File: src/rtl/if_stage.sv
// -----------------------------------------------------------------------------
// if_stage : RV32I instruction-fetch stage.
//   Owns the PC and issues instruction-memory reads. JAL and conditional
//   branches are predicted statically. One instruction per cycle is presented
//   downstream through an output register backed by a one-entry skid buffer.
//   Execute-stage redirects flush both registers and restart fetch.
//
// Ports:
//   clk            rising-edge clock
//   rst            asynchronous active-low reset
//   stall_i        downstream not accepting this cycle
//   redirect_i     redirect from execute (highest priority)
//   redirect_pc_i  corrected fetch address
//   imem_read      read request (held until imem_resp)
//   imem_address   word-aligned read address (held until imem_resp)
//   imem_rdata     instruction word, valid with imem_resp
//   imem_resp      one-cycle response strobe
//   if_valid       output register holds a live instruction
//   if_pc_word     {pc, predicted next pc, instr}
//   if_brp_word    static prediction information
// -----------------------------------------------------------------------------
package if_stage_pkg;
  typedef struct packed {
    logic [31:0] pc;
    logic [31:0] pc_wdata;
    logic [31:0] instr;
  } rv32i_pc_word;

  typedef struct packed {
    logic        predicted;
    logic        prediction;
    logic [31:0] brp_target;
    logic [31:0] brp_alt;
    logic        mp_valid;
    logic        mispredicted;
  } rv32i_brp_word;
endpackage

module if_stage
  import if_stage_pkg::*;
#(
  parameter logic [31:0] RESET_PC = 32'h4000_0000
) (
  input  logic          clk,
  input  logic          rst,
  input  logic          stall_i,
  input  logic          redirect_i,
  input  logic [31:0]   redirect_pc_i,
  output logic          imem_read,
  output logic [31:0]   imem_address,
  input  logic [31:0]   imem_rdata,
  input  logic          imem_resp,
  output logic          if_valid,
  output rv32i_pc_word  if_pc_word,
  output rv32i_brp_word if_brp_word
);

  typedef enum logic [1:0] {FETCH = 2'd0, HOLD = 2'd1, DISCARD = 2'd2} state_t;

  localparam logic [6:0] OP_JAL = 7'b1101111;
  localparam logic [6:0] OP_BR  = 7'b1100011;

  state_t        r_state;
  logic [31:0]   r_pc;
  logic [31:0]   r_old_addr;   // address of the request being drained in DISCARD
  logic          r_valid;
  rv32i_pc_word  r_out_pc;
  rv32i_brp_word r_out_brp;
  rv32i_pc_word  r_skid_pc;    // skid is occupied exactly when r_state == HOLD
  rv32i_brp_word r_skid_brp;

  logic [31:0]   w_j_imm, w_b_imm, w_pc4, w_pc_j, w_pc_b;
  logic [6:0]    w_op;
  logic          w_accept;
  rv32i_brp_word w_brp;
  rv32i_pc_word  w_pcw;

  // ---------------------------------------------------------------------------
  // Static prediction on the returned word
  // ---------------------------------------------------------------------------
  assign w_op    = imem_rdata[6:0];
  assign w_j_imm = {{12{imem_rdata[31]}}, imem_rdata[19:12], imem_rdata[20],
                    imem_rdata[30:21], 1'b0};
  assign w_b_imm = {{20{imem_rdata[31]}}, imem_rdata[7], imem_rdata[30:25],
                    imem_rdata[11:8], 1'b0};
  assign w_pc4   = r_pc + 32'd4;
  assign w_pc_j  = r_pc + w_j_imm;
  assign w_pc_b  = r_pc + w_b_imm;

  always_comb begin
    w_brp            = '0;
    w_brp.brp_target = w_pc4;
    w_brp.brp_alt    = w_pc4;
    if (w_op == OP_JAL) begin
      w_brp.predicted  = 1'b1;
      w_brp.prediction = 1'b1;
      w_brp.brp_target = w_pc_j;
    end else if (w_op == OP_BR) begin
      w_brp.predicted = 1'b1;
      // backward taken, forward not taken
      if (w_b_imm[31]) begin
        w_brp.prediction = 1'b1;
        w_brp.brp_target = w_pc_b;
      end else begin
        w_brp.brp_alt    = w_pc_b;
      end
    end
  end

  always_comb begin
    w_pcw          = '0;
    w_pcw.pc       = r_pc;
    w_pcw.pc_wdata = w_brp.brp_target;
    w_pcw.instr    = imem_rdata;
  end

  assign w_accept = r_valid & ~stall_i;

  // ---------------------------------------------------------------------------
  // Memory interface: DISCARD keeps the abandoned address on the bus until the
  // response arrives, while r_pc already holds the redirect target.
  // ---------------------------------------------------------------------------
  assign imem_read    = rst & (r_state != HOLD);
  assign imem_address = (r_state == DISCARD) ? {r_old_addr[31:2], 2'b00}
                                             : {r_pc[31:2], 2'b00};

  assign if_valid    = r_valid;
  assign if_pc_word  = r_out_pc;
  assign if_brp_word = r_out_brp;

  // ---------------------------------------------------------------------------
  // Fetch FSM
  // ---------------------------------------------------------------------------
  always_ff @(posedge clk or negedge rst) begin
    if (!rst) begin
      r_state    <= FETCH;
      r_pc       <= RESET_PC;
      r_old_addr <= '0;
      r_valid    <= 1'b0;
      r_out_pc   <= '0;
      r_out_brp  <= '0;
      r_skid_pc  <= '0;
      r_skid_brp <= '0;
    end else if (redirect_i) begin
      r_valid    <= 1'b0;
      r_skid_pc  <= '0;
      r_skid_brp <= '0;
      r_pc       <= redirect_pc_i;
      case (r_state)
        FETCH: if (!imem_resp) begin
          r_state    <= DISCARD;
          r_old_addr <= r_pc;
        end
        HOLD:    r_state <= FETCH;
        DISCARD: if (imem_resp) r_state <= FETCH;
        default: r_state <= FETCH;
      endcase
    end else begin
      case (r_state)
        FETCH: begin
          if (w_accept) r_valid <= 1'b0;
          if (imem_resp) begin
            r_pc <= w_brp.brp_target;
            if (!r_valid || w_accept) begin
              r_valid   <= 1'b1;
              r_out_pc  <= w_pcw;
              r_out_brp <= w_brp;
            end else begin
              r_skid_pc  <= w_pcw;
              r_skid_brp <= w_brp;
              r_state    <= HOLD;
            end
          end
        end
        HOLD: if (w_accept) begin
          r_out_pc  <= r_skid_pc;
          r_out_brp <= r_skid_brp;
          r_valid   <= 1'b1;
          r_state   <= FETCH;
        end
        DISCARD: begin
          if (w_accept) r_valid <= 1'b0;
          if (imem_resp) r_state <= FETCH;
        end
        default: r_state <= FETCH;
      endcase
    end
  end

endmodule

File: config.mk
export PLATFORM = sky130hd
export DESIGN_NAME = if_stage
export DESIGN_NICKNAME = d
export VERILOG_FILES = /design/src/rtl/if_stage.sv
export SDC_FILE = /design/constraint.sdc
export NUM_CORES = 1
export LEC_CHECK = 0
export CORE_MARGIN = 2
export CORE_UTILIZATION = 60
export CTS_CLUSTER_SIZE = 30
export DETAILED_ROUTE_END_ITERATION = 6
export PLACE_DENSITY = 0.86
export SYNTH_ARGS = -nofsm -noshare
export SYNTH_HDL_FRONTEND = slang
export SYNTH_SLANG_ARGS = --single-unit
File: constraint.sdc
create_clock -name clk -period 8 [get_ports clk]
set_input_delay 1.6 -clock clk [delete_from_list [all_inputs] [get_ports clk]]
set_output_delay 1.6 -clock clk [all_outputs]
set_load 0.05 [all_outputs]
==> run summary <==
Status -> completed
Final Slew Violations -> 0
Core area -> 31560 um^2
Max Cap Violations -> 0
Startpoint Class -> input port
Setup ws final -> 3.278 ns
Pwr Density -> 398.2 nW/um^2
Global-route wire length before repair -> 103000 um
Via count -> 18010
Fmax -> 211.8 MHz
Worst-path clk slew -> 0.06 ns
CTS tree -> built
Rows -> 65
Die X -> 182.8 um
Relative slew slack -> 15.49%
WL final -> 67290 um
Final Util -> 72.30%
Worst Path Buf+Inv -> 2
Worst-skew pair later-pin latency -> 0.53 ns
Starting Density -> 60.79%
Crit path max-delay cell type -> o21ai_0
Area delta synth->final -> 18.94%
Vias in the first global route -> 17780
Resized cells post-CTS -> 0
Fill count -> 2275
Tcrit/Tclk final -> 59.02%
R2R setup slack -> 3.74 ns
Tot GR Track Use -> 40.19%
Worst Setup Path Type -> in -> reg
Leakage power -> 0.009513 uW
Max stage delay on crit path -> 0.58 ns
1st-iter DRT viols -> 1868
Final min period -> 4.722 ns
Setup bufs post-CTS -> 0
# H-tree levels -> 2
IO buf count -> 262
Post-route DRC -> 0
Setup TNS -> 0 ns
Largest delay share family, worst path -> compound AO/OA/AOI/OAI gates
Most frequent cells in the layout -> nand2_1 (332), dfrtp_1 (320), clkdlybuf4s50_1 (260)
Router iterations before antenna repair -> 6
Dominant synthesized flop cell -> dfrtp_1
CP max FO -> 25
Routed len/inst -> 24.71 um
Gpl congestion -> 1.042
Hold/Removal Path Class -> reg -> reg
Arrival time worst endpoint -> 5.09 ns
Number of clock sinks -> 321
Post-synth cell types -> 97
CTS Hold Bufs -> 0
Largest net degree at the start of global routing -> 95
DRT antenna net count -> 0
Mean Syn Cell Area -> 8.823 um^2
Drt via density -> 6.615
Final Hold Viols -> 0
Met3 Usage GRT -> 8.042%
Grt met1 use -> 49.86%
Crit end category -> register
# IOs -> 267
Worst slack at placement -> 2.893 ns
Final setup violation count -> 0
CP required -> 8.37 ns
GRT Max-Usage Layer -> met2
DP HPWL -> 46660 um
Clock buffer depth -> 3
CTS Buf Count -> 36
Synth Register Bits -> 321
Cell Area, Synth -> 19180 um^2
Part of the Yosys area used for sequential elements -> 41.89%
Skew final -> 0.02170 ns
Die area -> 33410 um^2
Antenna cells -> 0
Sequential Area -> 8034 um^2
Async set-reset flop share out of synthesis -> 100.0%
Post-synth EDFFs -> 0
Initial antenna violation count -> 0
Most common cell after layout, fill and taps aside -> nand2_1
Grt met2 use -> 65.26%
Final layout net count -> 2412
Worst slew pin tran -> 1.263 ns
Gr ovfl total -> 0
Share of layout cells above drive strength 1 -> 8.445%
DIE HEIGHT -> 182.8 um
Gate Count Post-Synth -> 2174
Peak supply drop -> 346.4 uV
CTS Root Cell -> clkbuf_16
Multi-input logic area -> 10100 um^2
Synth warn -> 0
CP cell instances -> clkdlybuf4s50_1 > buf_4 > ha_1 > a21o_1 > a211o_1 > a211o_1 > a31oi_2 > o21ai_0 > xor2_1 > o21ai_0 > a211oi_1
RSZ-0062 raised after global routing -> no
==> area by class of cell <==
type | instances | share of cell area [%]
flip-flops and latches | 321 | 35.21
clock buffers | 50 | 4.618
repair buffers | 291 | 12.48
clock inverters | 15 | 0.7733
well taps | 402 | 2.205
multi-input cells | 1618 | 44.29
inverters | 26 | 0.4278
==> flip-flops by register name, indices dropped and copies added, names as in the netlist <==
name / cells
r_state: 2
if_brp_word: 34
r_old_addr: 30
r_skid_pc: 95
if_pc_word: 94
r_pc: 32
r_skid_brp: 33
if_valid: 1
==> cells in the mapped netlist (all sizes together), types with 10 or more instances <==
library cell	instances	area [um^2]
mux2	58	656.9
mux2i	89	890.9
nand3	35	192.7
buf	73	480.5
xnor2	39	341.6
a21o	32	240.2
o21ai	199	1003
a31oi	25	168.9
nand4	16	112.6
inv	26	97.59
o211ai	12	90.09
clkbuf	139	523.0
a21oi	193	973.4
or3	18	113.9
a221oi	16	163.9
and3	27	168.9
nand2	332	1246
nor3b	10	75.07
xor2	28	245.2
nor3	39	200.2
dfrtp	320	8008
o21a	17	127.6
a211oi	48	370.3
nand2b	18	112.6
nor2	171	641.9
ha	47	588.1
and2	11	72.57
o31ai	22	165.2
==> worst min-delay path: stages, from the launching register on <==
cell and delay, ns:
dfrtp_1 0.34, nand2_1 0.04, o21ai_0 0.06
==> metrics by stage <==
| stage | instances | cell area [um^2] | total power [uW] | hold slack, ns |
|---|---|---|---|---|
| 2_1_floorplan | 2177 | 19190 | 5708 | 0.4502 |
| 3_3_place_gp | 2658 | 21580 | 7186 | 0.4615 |
| 3_5_place_dp | 2658 | 21580 | 7286 | 0.4694 |
| 4_1_cts | 2723 | 22810 | 9020 | 0.4820 |
| 5_1_grt | 2723 | 22810 | 9429 | 0.4974 |
| 6_report | 2723 | 22810 | 9084 | 0.4773 |
==> report_power, final <==
part           leakage [uW]  internal (uW)  total [uW]  switching, uW
combinational       0.00476           1560        4790           3230
sequential          0.00413           2080        2580            496
clock              0.000615           1020        1720            695
total               0.00951           4660        9080           4420
==> layer usage <==
layer	wire [um]	share of wire [%]
met1	24760	37
met2	31310	47
met3	6637	9.9
met4	4583	6.8
met5	0	0
==> path summary, 6_finish.rpt <==
kind	start	to	cells after the start
min in group asynchronous	rst	r_pc[24]	1
setup / recovery	imem_rdata[31]	r_skid_brp[31]	11
hold / removal	if_pc_word[7]	if_pc_word[7]	2
hold reg to reg	if_pc_word[7]	if_pc_word[7]	2
setup reg to reg	r_state[1]	if_pc_word[81]	8
max in group asynchronous	rst	r_old_addr[17]	3
==> logic make-up (layout without fill, tap and decap cells) <==
logic type                 after synthesis  in the layout  synth area share [%]
DFF                                    321            321                 41.89
xor gates and xnor gates                67             67                 3.059
adders and majority gates               49             49                 3.275
AOI/OAI and AO/OA                      645            645                 21.36
other                                    1              4               0.01955
and+or+nand+nor                        706            706                 16.60
muxes                                  147            147                 8.069
buffers and inverters                  238            382                 5.740
Note: power is estimated with default switching activity, not from simulation.
